--- config.mk ---
export PLATFORM = sky130hd
export DESIGN_NAME = ad9228_trigger_capture
export DESIGN_NICKNAME = d
export VERILOG_FILES = /design/src/rtl/ad9228_capture_pkg.sv /design/src/rtl/ad9228_capture_ram.sv /design/src/rtl/ad9228_trigger_capture.sv
export SDC_FILE = /design/constraint.sdc
export NUM_CORES = 1
export LEC_CHECK = 0
export ABC_CLOCK_PERIOD_IN_PS = 8530
export BUFFER_PORTS_ARGS = -buffer_cell sky130_fd_sc_hd__buf_2
export CAP_MARGIN = 20
export CORE_MARGIN = 2
export CORE_UTILIZATION = 51
export DETAILED_ROUTE_END_ITERATION = 6
export PLACE_DENSITY = 0.67
export RECOVER_POWER = 25
export SLEW_MARGIN = 25
export SYNTH_ARGS = -nofsm -noshare
export SYNTH_HDL_FRONTEND = slang
export SYNTH_SLANG_ARGS = --single-unit
--- constraint.sdc ---
create_clock -name clk -period 8.53 [get_ports clk]
set_clock_uncertainty 0.2 [all_clocks]
set_input_delay 1.706 -clock clk [delete_from_list [all_inputs] [get_ports clk]]
set_output_delay 1.706 -clock clk [all_outputs]
set_load 0.03 [all_outputs]
--- src/rtl/ad9228_capture_pkg.sv ---
// Shared types, defaults and window-sizing helper for the AD9228 trigger/capture slice.
package ad9228_capture_pkg;

    typedef enum logic [2:0] {
        IDLE      = 3'd0,
        PRETRIG   = 3'd1,
        WAIT_TRIG = 3'd2,
        POSTTRIG  = 3'd3,
        READOUT   = 3'd4
    } capture_state_e;

    localparam int DEFAULT_DATA_WIDTH = 12;
    localparam int DEFAULT_DEPTH      = 16;

    // Limit the post-trigger count so pre + trigger + post never exceeds the ring.
    function automatic int clamp_post(input int pre, input int post, input int depth);
        int limit;
        limit = depth - 1 - pre;
        if (post > limit) begin
            return limit;
        end else begin
            return post;
        end
    endfunction

endpackage

--- src/rtl/ad9228_capture_ram.sv ---
// Simple dual-port sample RAM: one write port, one registered read port that
// holds its output while the read enable is low.
module ad9228_capture_ram
    import ad9228_capture_pkg::*;
#(
    parameter int  DATA_WIDTH = DEFAULT_DATA_WIDTH,
    parameter int  DEPTH      = DEFAULT_DEPTH,
    localparam int ADDR_W     = $clog2(DEPTH)
) (
    input  logic                  i_clk,
    input  logic                  i_we,
    input  logic [ADDR_W-1:0]     i_waddr,
    input  logic [DATA_WIDTH-1:0] i_wdata,
    input  logic                  i_re,
    input  logic [ADDR_W-1:0]     i_raddr,
    output logic [DATA_WIDTH-1:0] o_rdata
);

    logic [DATA_WIDTH-1:0] r_mem [DEPTH];
    logic [DATA_WIDTH-1:0] r_rdata;

    // Storage write and registered read.
    always_ff @(posedge i_clk) begin
        if (i_we) begin
            r_mem[i_waddr] <= i_wdata;
        end
        if (i_re) begin
            r_rdata <= r_mem[i_raddr];
        end
    end

    assign o_rdata = r_rdata;

endmodule

--- src/rtl/ad9228_trigger_capture.sv ---
// Ring-buffer trigger capture for one AD9228 channel with valid/ready window readout.
// Define ADC_CAPTURE_TWOS_COMP_EN to convert samples to two's complement and compare signed.
module ad9228_trigger_capture
    import ad9228_capture_pkg::*;
#(
    parameter int  DATA_WIDTH = DEFAULT_DATA_WIDTH,
    parameter int  DEPTH      = DEFAULT_DEPTH,
    localparam int ADDR_W     = $clog2(DEPTH)
) (
    input  logic                  clk,
    input  logic                  rstn,
    input  logic [DATA_WIDTH-1:0] des_data,
    input  logic                  arm,
    input  logic                  abort,
    input  logic                  sw_trig,
    input  logic                  trig_rising,
    input  logic [DATA_WIDTH-1:0] trig_threshold,
    input  logic [ADDR_W-1:0]     pre_samples,
    input  logic [ADDR_W-1:0]     post_samples,
    output logic [DATA_WIDTH-1:0] m_data,
    output logic                  m_valid,
    input  logic                  m_ready,
    output logic                  m_last,
    output logic                  busy,
    output logic                  done
);

    localparam logic [ADDR_W-1:0] PTR_ZERO = {ADDR_W{1'b0}};
    localparam logic [ADDR_W-1:0] PTR_ONE  = ADDR_W'(1);
    localparam logic [ADDR_W:0]   LEN_ZERO = {(ADDR_W+1){1'b0}};
    localparam logic [ADDR_W:0]   LEN_ONE  = (ADDR_W+1)'(1);

    capture_state_e        r_state;
    capture_state_e        w_next;

    logic [DATA_WIDTH-1:0] r_s1;
    logic [DATA_WIDTH-1:0] r_s2;
    logic [DATA_WIDTH-1:0] r_prev;
    logic [DATA_WIDTH-1:0] w_x;
    logic                  w_prev_lt;
    logic                  w_prev_gt;
    logic                  w_x_ge;
    logic                  w_x_le;
    logic                  w_trig;

    logic [ADDR_W-1:0]     w_post_clamped;
    logic [ADDR_W-1:0]     r_pre;
    logic [ADDR_W-1:0]     r_post;
    logic [ADDR_W:0]       r_len;
    logic [ADDR_W-1:0]     r_cnt;
    logic [ADDR_W-1:0]     r_wr_ptr;
    logic [ADDR_W-1:0]     r_rd_ptr;
    logic [ADDR_W:0]       r_issued;

    logic                  w_wr_en;
    logic                  w_rd_en;
    logic                  w_trig_fire;
    logic                  w_out_load;
    logic                  w_last_acc;
    logic [DATA_WIDTH-1:0] w_ram_q;

    logic                  r_q_valid;
    logic                  r_q_last;
    logic [DATA_WIDTH-1:0] r_m_data;
    logic                  r_m_valid;
    logic                  r_m_last;
    logic                  r_busy;
    logic                  r_done;

    // Two-flop input pipeline plus one-sample history for edge detection.
    always_ff @(posedge clk) begin
        if (!rstn) begin
            r_s1   <= {DATA_WIDTH{1'b0}};
            r_s2   <= {DATA_WIDTH{1'b0}};
            r_prev <= {DATA_WIDTH{1'b0}};
        end else begin
            r_s1   <= des_data;
            r_s2   <= r_s1;
            r_prev <= w_x;
        end
    end

`ifdef ADC_CAPTURE_TWOS_COMP_EN
    assign w_x       = {~r_s2[DATA_WIDTH-1], r_s2[DATA_WIDTH-2:0]};
    assign w_prev_lt = $signed(r_prev) <  $signed(trig_threshold);
    assign w_prev_gt = $signed(r_prev) >  $signed(trig_threshold);
    assign w_x_ge    = $signed(w_x)    >= $signed(trig_threshold);
    assign w_x_le    = $signed(w_x)    <= $signed(trig_threshold);
`else
    assign w_x       = r_s2;
    assign w_prev_lt = r_prev <  trig_threshold;
    assign w_prev_gt = r_prev >  trig_threshold;
    assign w_x_ge    = w_x    >= trig_threshold;
    assign w_x_le    = w_x    <= trig_threshold;
`endif

    assign w_trig = sw_trig || (trig_rising ? (w_prev_lt && w_x_ge) : (w_prev_gt && w_x_le));
    assign w_post_clamped = ADDR_W'(clamp_post(int'(pre_samples), int'(post_samples), DEPTH));

    // State register.
    always_ff @(posedge clk) begin
        if (!rstn) begin
            r_state <= IDLE;
        end else begin
            r_state <= w_next;
        end
    end

    // Next-state logic; abort overrides everything, including a coincident arm.
    always_comb begin
        w_next = r_state;
        if (abort) begin
            w_next = IDLE;
        end else begin
            case (r_state)
                IDLE:      if (arm) w_next = (pre_samples == PTR_ZERO) ? WAIT_TRIG : PRETRIG;
                           else     w_next = IDLE;
                PRETRIG:   if (r_cnt == r_pre - PTR_ONE) w_next = WAIT_TRIG;
                           else                          w_next = PRETRIG;
                WAIT_TRIG: if (w_trig) w_next = (r_post == PTR_ZERO) ? READOUT : POSTTRIG;
                           else        w_next = WAIT_TRIG;
                POSTTRIG:  if (r_cnt == r_post - PTR_ONE) w_next = READOUT;
                           else                           w_next = POSTTRIG;
                READOUT:   if (w_last_acc) w_next = IDLE;
                           else            w_next = READOUT;
                default:   w_next = IDLE;
            endcase
        end
    end

    // Per-state control decode for the RAM ports and readout pipeline.
    always_comb begin
        w_wr_en     = (r_state == PRETRIG) || (r_state == WAIT_TRIG) || (r_state == POSTTRIG);
        w_trig_fire = (r_state == WAIT_TRIG) && w_trig && !abort;
        w_out_load  = r_q_valid && (!r_m_valid || m_ready);
        w_last_acc  = r_m_valid && m_ready && r_m_last;
        w_rd_en     = (r_state == READOUT) && (r_issued < r_len) && (!r_q_valid || w_out_load);
    end

    // Window parameters latched on arm, and write-side pointer/counter.
    always_ff @(posedge clk) begin
        if (!rstn) begin
            r_pre    <= PTR_ZERO;
            r_post   <= PTR_ZERO;
            r_len    <= LEN_ZERO;
            r_cnt    <= PTR_ZERO;
            r_wr_ptr <= PTR_ZERO;
        end else if (abort) begin
            r_cnt    <= PTR_ZERO;
        end else begin
            case (r_state)
                IDLE: begin
                    if (arm) begin
                        r_pre    <= pre_samples;
                        r_post   <= w_post_clamped;
                        r_len    <= {1'b0, pre_samples} + LEN_ONE + {1'b0, w_post_clamped};
                        r_cnt    <= PTR_ZERO;
                        r_wr_ptr <= PTR_ZERO;
                    end
                end
                PRETRIG: begin
                    r_wr_ptr <= r_wr_ptr + PTR_ONE;
                    r_cnt    <= (w_next == WAIT_TRIG) ? PTR_ZERO : r_cnt + PTR_ONE;
                end
                WAIT_TRIG: begin
                    r_wr_ptr <= r_wr_ptr + PTR_ONE;
                    r_cnt    <= PTR_ZERO;
                end
                POSTTRIG: begin
                    r_wr_ptr <= r_wr_ptr + PTR_ONE;
                    r_cnt    <= r_cnt + PTR_ONE;
                end
                default: begin
                    r_cnt    <= r_cnt;
                end
            endcase
        end
    end

    // Read pointer, RAM output stage and the output skid register.
    always_ff @(posedge clk) begin
        if (!rstn) begin
            r_rd_ptr  <= PTR_ZERO;
            r_issued  <= LEN_ZERO;
            r_q_valid <= 1'b0;
            r_q_last  <= 1'b0;
            r_m_data  <= {DATA_WIDTH{1'b0}};
            r_m_valid <= 1'b0;
            r_m_last  <= 1'b0;
        end else if (abort) begin
            r_q_valid <= 1'b0;
            r_q_last  <= 1'b0;
            r_m_valid <= 1'b0;
            r_m_last  <= 1'b0;
        end else begin
            // The oldest sample of the window sits P entries behind the trigger sample.
            if (w_trig_fire) begin
                r_rd_ptr <= r_wr_ptr - r_pre;
                r_issued <= LEN_ZERO;
            end else if (w_rd_en) begin
                r_rd_ptr <= r_rd_ptr + PTR_ONE;
                r_issued <= r_issued + LEN_ONE;
            end

            if (w_rd_en) begin
                r_q_valid <= 1'b1;
                r_q_last  <= (r_issued == r_len - LEN_ONE);
            end else if (w_out_load) begin
                r_q_valid <= 1'b0;
            end

            if (w_out_load) begin
                r_m_valid <= 1'b1;
                r_m_data  <= w_ram_q;
                r_m_last  <= r_q_last;
            end else if (r_m_valid && m_ready) begin
                r_m_valid <= 1'b0;
                r_m_last  <= 1'b0;
            end
        end
    end

    // Registered status flags.
    always_ff @(posedge clk) begin
        if (!rstn) begin
            r_busy <= 1'b0;
            r_done <= 1'b0;
        end else begin
            r_busy <= (w_next != IDLE);
            r_done <= w_last_acc && !abort;
        end
    end

    ad9228_capture_ram #(
        .DATA_WIDTH (DATA_WIDTH),
        .DEPTH      (DEPTH)
    ) u_ram (
        .i_clk   (clk),
        .i_we    (w_wr_en),
        .i_waddr (r_wr_ptr),
        .i_wdata (w_x),
        .i_re    (w_rd_en),
        .i_raddr (r_rd_ptr),
        .o_rdata (w_ram_q)
    );

    assign m_data  = r_m_data;
    assign m_valid = r_m_valid;
    assign m_last  = r_m_last;
    assign busy    = r_busy;
    assign done    = r_done;

endmodule

Word level (Yosys, flattened, before mapping) --
Memory sizes are Yosys's and may differ from the RTL's. A register that Yosys moved wholly into a read port is not among the register bits. Cells that the tools add are included.
Word-level totals: bits in registers 87, RAM bits 192, input port bits 39, output and inout bits 16, logic and storage cells 107, memories 1
Operators by class: $add $sub $neg 11, $lt $le $gt $ge 6, equality and inequality tests 9, muxes and demuxes 26, bitwise logic cells 2, reduce and logical (&&, ||, !) cells 34
Memory list:
- u_ram.r_mem | depth 16, bits a word 12, rd ports 1, clocked after Yosys merged registers in 1, write ports 1, RTL line ad9228_capture_ram.sv:19 | logic [DATA_WIDTH-1:0] r_mem [DEPTH];
Operator list (number):
- two-way mux 4 bit | 5
- one-hot mux 4 bit (4 select lines) | 1
- two-way mux 3 bit | 5
- one-hot mux 3 bit (5 select lines) | 1
- adder 4 x 1 -> 4 bit, second input constant | 3
- >= comparator 12 bit | 1
- greater-than comparator 12 bit | 1
- less-or-equal comparator 12 bit | 1
- less-than comparator 12 bit | 1
- logical AND 1 bit | 10
- two-way mux 5 bit | 2
- equality test 3 x 2 -> 1 bit, second input constant | 3
- equality test 4 bit | 2
- zero test 4 bit | 2
- two-way mux 1 bit | 8
- one-hot mux 4 bit (2 select lines) | 1
- nonzero test 2 bit | 4
- subtractor 4 x 1 -> 4 bit, second input constant | 2
- two-way mux 2 bit | 3
- AND reduction 2 bit | 3
- AND reduction 3 bit | 2
- adder 4 x 1 -> 5 bit, second input constant | 1
- adder 5 x 1 -> 5 bit, second input constant | 1
- adder 5 x 4 -> 5 bit | 1
- other kinds (17) | 24

Longest topological paths before layout --
depth after elaboration 10, gate-level depth with buffers 15, depth with buffers taken out 15

Hierarchy --
A second synthesis with hierarchy kept.
Unflattened totals: cells, all modules 811, area, all modules 12155.4 µm²
Modules (own cells, without submodules):
- ad9228_capture_ram | instances 1, cells an instance 329, area an instance 7719.9 µm², sequential area each 6125.9 µm²
- ad9228_trigger_capture | instances 1, cells an instance 482, area an instance 4435.5 µm², sequential area each 1741.7 µm²

Worst setup path after synthesis --
OpenSTA, ideal clock, no wires.
path kind in2reg, from input pre_samples[1], to register r_len[4], library setup time 0.123 ns, arrival 3.751 ns, required time 8.207 ns, path slack 4.456 ns, stages 14, path buffers 0, path through ha_1 nor2b_1 o21ai_0 nand2b_1 a21oi_1 a41o_1 nor2_1 a21oi_1 ha_1 inv_1 fa_1 a21o_1 a21oi_1 o21ai_0
Between the ends: cells in the longest elaborated chain, start to end 4, elaborated cells on any way between the ends 5, those cells by class add/sub: 3; order compare: 1; mux: 1
RTL lines:
- from (decl) | RTL line ad9228_trigger_capture.sv:18 | input logic [ADDR_W-1:0] pre_samples,
- subtractor 4 x 4 -> 5 bit | RTL line ad9228_capture_pkg.sv:18 | limit = depth - 1 - pre;
- greater-than comparator 5 bit | RTL line ad9228_capture_pkg.sv:19 | if (post > limit) begin
- two-way mux 4 bit | RTL line ad9228_capture_pkg.sv:19
- adder 5 x 4 -> 5 bit * | RTL line ad9228_trigger_capture.sv:156 | r_len <= {1'b0, pre_samples} + LEN_ONE + {1'b0, w_post_clamped};
- to (signal assigned) | RTL line ad9228_trigger_capture.sv:156
- to (decl) | RTL line ad9228_trigger_capture.sv:49 | logic [ADDR_W:0] r_len;
Every way passes the cells marked *; elsewhere a longest branch is shown, timed or not. A chain may end at the register's enable or synchronous reset.

Worst setup path after layout --
Ends and elaborated chain as after synthesis.

==> out/metrics.csv <==
metric,value,unit
status,finished clean,
Final Hold Viols,0,
die area,25100,um^2
Leakage,0.00480,uW
mux cell area share after synthesis,0.123,
I/O Pins,55,
Critical-path top delay cell,fa_1,
Via density,5.69,
total length of routed wires,23600,um
post-cts repair resize count,0,
Routed Antenna Nets,0,
Pins Over Slew Limit,0,
CP max stage delay,410,ps
largest family of logic cells by synthesized area,multiplexers,
global-route wire length before repair,37300,um
simple-gate area share of the yosys netlist,0.0785,
Critical Path Most Common Cell,a21oi_1,
antenna violations before repair,0,
via count,6834,
max cap viols,0,
Detail Placement HPWL,16100,um
ANT cells,0,
root buf cell,clkbuf_16,
# rows,56,
Worst EP required,8740,ps
Initial Utilization,0.518,
vias in the first global route,6956,
compound-gate portion of the synthesized area,0.0580,
htree depth,1,
Starting DRT DRC Count,560,
met2 Use GR,0.317,
Final nets,950,
Max clock buf depth,3,
Clock Pin Slew Worst Setup and Hold Paths,60,ps
"commonest non-fill, non-tap cell in the layout",edfxtp_1,
post-route setup TNS,0,ps
clock sink count,291,
cell accounting for the most synthesized area,edfxtp_1,
# Post-CTS Setup Buffers,0,
met3 Track Usage GR,0.0329,
Post-synth EDFFs,204,
Mapped Area,12200,um^2
Synth cell types,63,
DRC,0,
core outline area,23500,um^2
Worst Tran Pin Value,847,ps
DP Worst Slack,3970,ps
# port buffers,54,
Num CTS Buffers,29,
Setup crit end kind,flip-flop,
gpl congestion,0.846,
CP bufs+invs,2,
"commonest non-fill, non-tap cells in the layout","edfxtp_1 (204), dfxtp_1 (84), mux4_2 (60)",
total track usage,0.195,
critical path peak fanout,8,
adder-cell share of the synthesized area,0.0547,
# setup viols final,0,
pin count of the biggest net entering global routing,45,
area grow syn2layout,13.0,%
critical path arrival,4270,ps
filler instances,1769,
max frequency,247,MHz
GR Util met1,0.278,
post-synthesis sequential area ratio,0.647,
Synth Warn #,0,
fraction of registers with async set/reset,0,
post-synthesis instance total,799,
Top Family by Delay on Critical Path,compound AO/OA/AOI/OAI gates,
most utilized layer in the global route result,met2,
layout cell share with drive strength beyond 1,0.217,
GRT overflow,0,
register bit total from synthesis,291,
WS Path Type,primary input to flip-flop,
CP cell instances,buf_2 -> ha_1 -> nor2b_1 -> o21ai_0 -> nand2b_1 -> a21oi_1 -> a41o_1 -> nor2_1 -> a21oi_1 -> ha_1 -> inv_1 -> fa_1 -> a21o_1 -> a21oi_1 -> o21ai_0,
Overall Power,2930,uW
Worst slew margin,0.435,
post-synth top area share,0.504,
Syn Area/Cell,15.2,um^2
final worst-path cycle share,0.475,
Skew-Pair Late Insertion Delay,540,ps
top_reg_cell synth,edfxtp_1,
Routed wire per std cell,19.6,um
Die Wd,158,um
Worst setup SP type,primary input,
fin crit period,4060,ps
synth top area cells,"edfxtp_1 (50%), dfxtp_1 (14%), mux4_2 (11%), ha_1 (5.1%), and2_1 (2.0%)",
DRT Pass-1 Iters,6,
Die Height,158,um
Worst VDD drop,0.000173,V
power per cell area,213,nW/um^2
Synth Area in XOR/XNOR,0.0158,
Hold WC Path Type,flip-flop to flip-flop,
hold_buf cts,0,
syn_nets,890,
unrepaired setup endpoints after global routing,false,
CTS tree,built,
slack of the critical path,4470,ps
-- area by class of cell --
type,count,area [um^2],area share
Tap cell,319,399,0.0290
Multi-Input combinational cell,435,4040,0.294
Timing Repair Buffer,63,338,0.0246
Inverter,39,146,0.0106
Sequential cell,291,7870,0.573
Clock inverter,10,159,0.0116
Clock buffer,44,796,0.0579
-- metal layers --
| metal | up-vias | wire length [um] |
|---|---|---|
| met4 | 0 | 555 |
| met1 | 3388 | 10400 |
| met5 | - | 0 |
| li1 | 3152 | - |
| met3 | 49 | 1540 |
| met2 | 245 | 11000 |
-- metrics by stage --
step,util,cell area (um^2),hold WS [ps],cells
after floorplan,-,12200,212,799
after global placement,0.544,12800,217,1147
after detailed placement,0.545,12800,217,1147
after CTS,0.586,13700,230,1201
after global routing,0.586,13800,251,1201
final,0.586,13800,230,1201
-- cell usage after synthesis, types with 9 or more instances --
cell      instances
mux2i_1          14
nor2_1           47
a21oi_1          27
inv_1            39
xnor2_1          18
edfxtp_1        204
o21ai_0          25
and2_1           38
ha_1             50
mux4_2           60
nand2_1          37
clkbuf_1         24
dfxtp_1          87
nor3_1            9
-- power breakdown --
part / internal (uW) / switching, uW
logic: 54.6 / 68.7
clock network: 764 / 501
registers: 1520 / 19.7
total: 2340 / 589
-- sequential cells by signal, indices dropped and copies added, names as in the netlist, 3 cells and up --
name / count
r_prev: 12
r_s2: 12
u_ram.o_rdata: 12
r_len: 5
r_rd_ptr: 4
r_s1: 12
r_post: 4
r_pre: 4
r_state: 3
r_cnt: 4
r_issued: 5
r_wr_ptr: 4
m_data: 12
u_ram.r_mem: 192
-- final timing paths --
path,start,endpoint,slack [ps],depth (start not counted)
min reg2reg,r_s1[6]$_SDFF_PN0_,r_s2[6]$_SDFF_PN0_,230,1
max reg2reg,r_len[1]$_SDFFE_PN0P_,r_issued[4]$_SDFFE_PN0P_,5130,11
min,r_s1[6]$_SDFF_PN0_,r_s2[6]$_SDFF_PN0_,230,1
max,pre_samples[1],r_len[4]$_SDFFE_PN0P_,4470,15
-- logic make-up (layout without fill, tap and decap cells) --
group	after synthesis	in the layout
fa+ha+maj	52	52
mux	74	74
buf+inv	73	156
simple gates	184	184
compound gates	103	103
flops	291	291
xor+xnor	22	22
(Power assumes the default switching activity.)
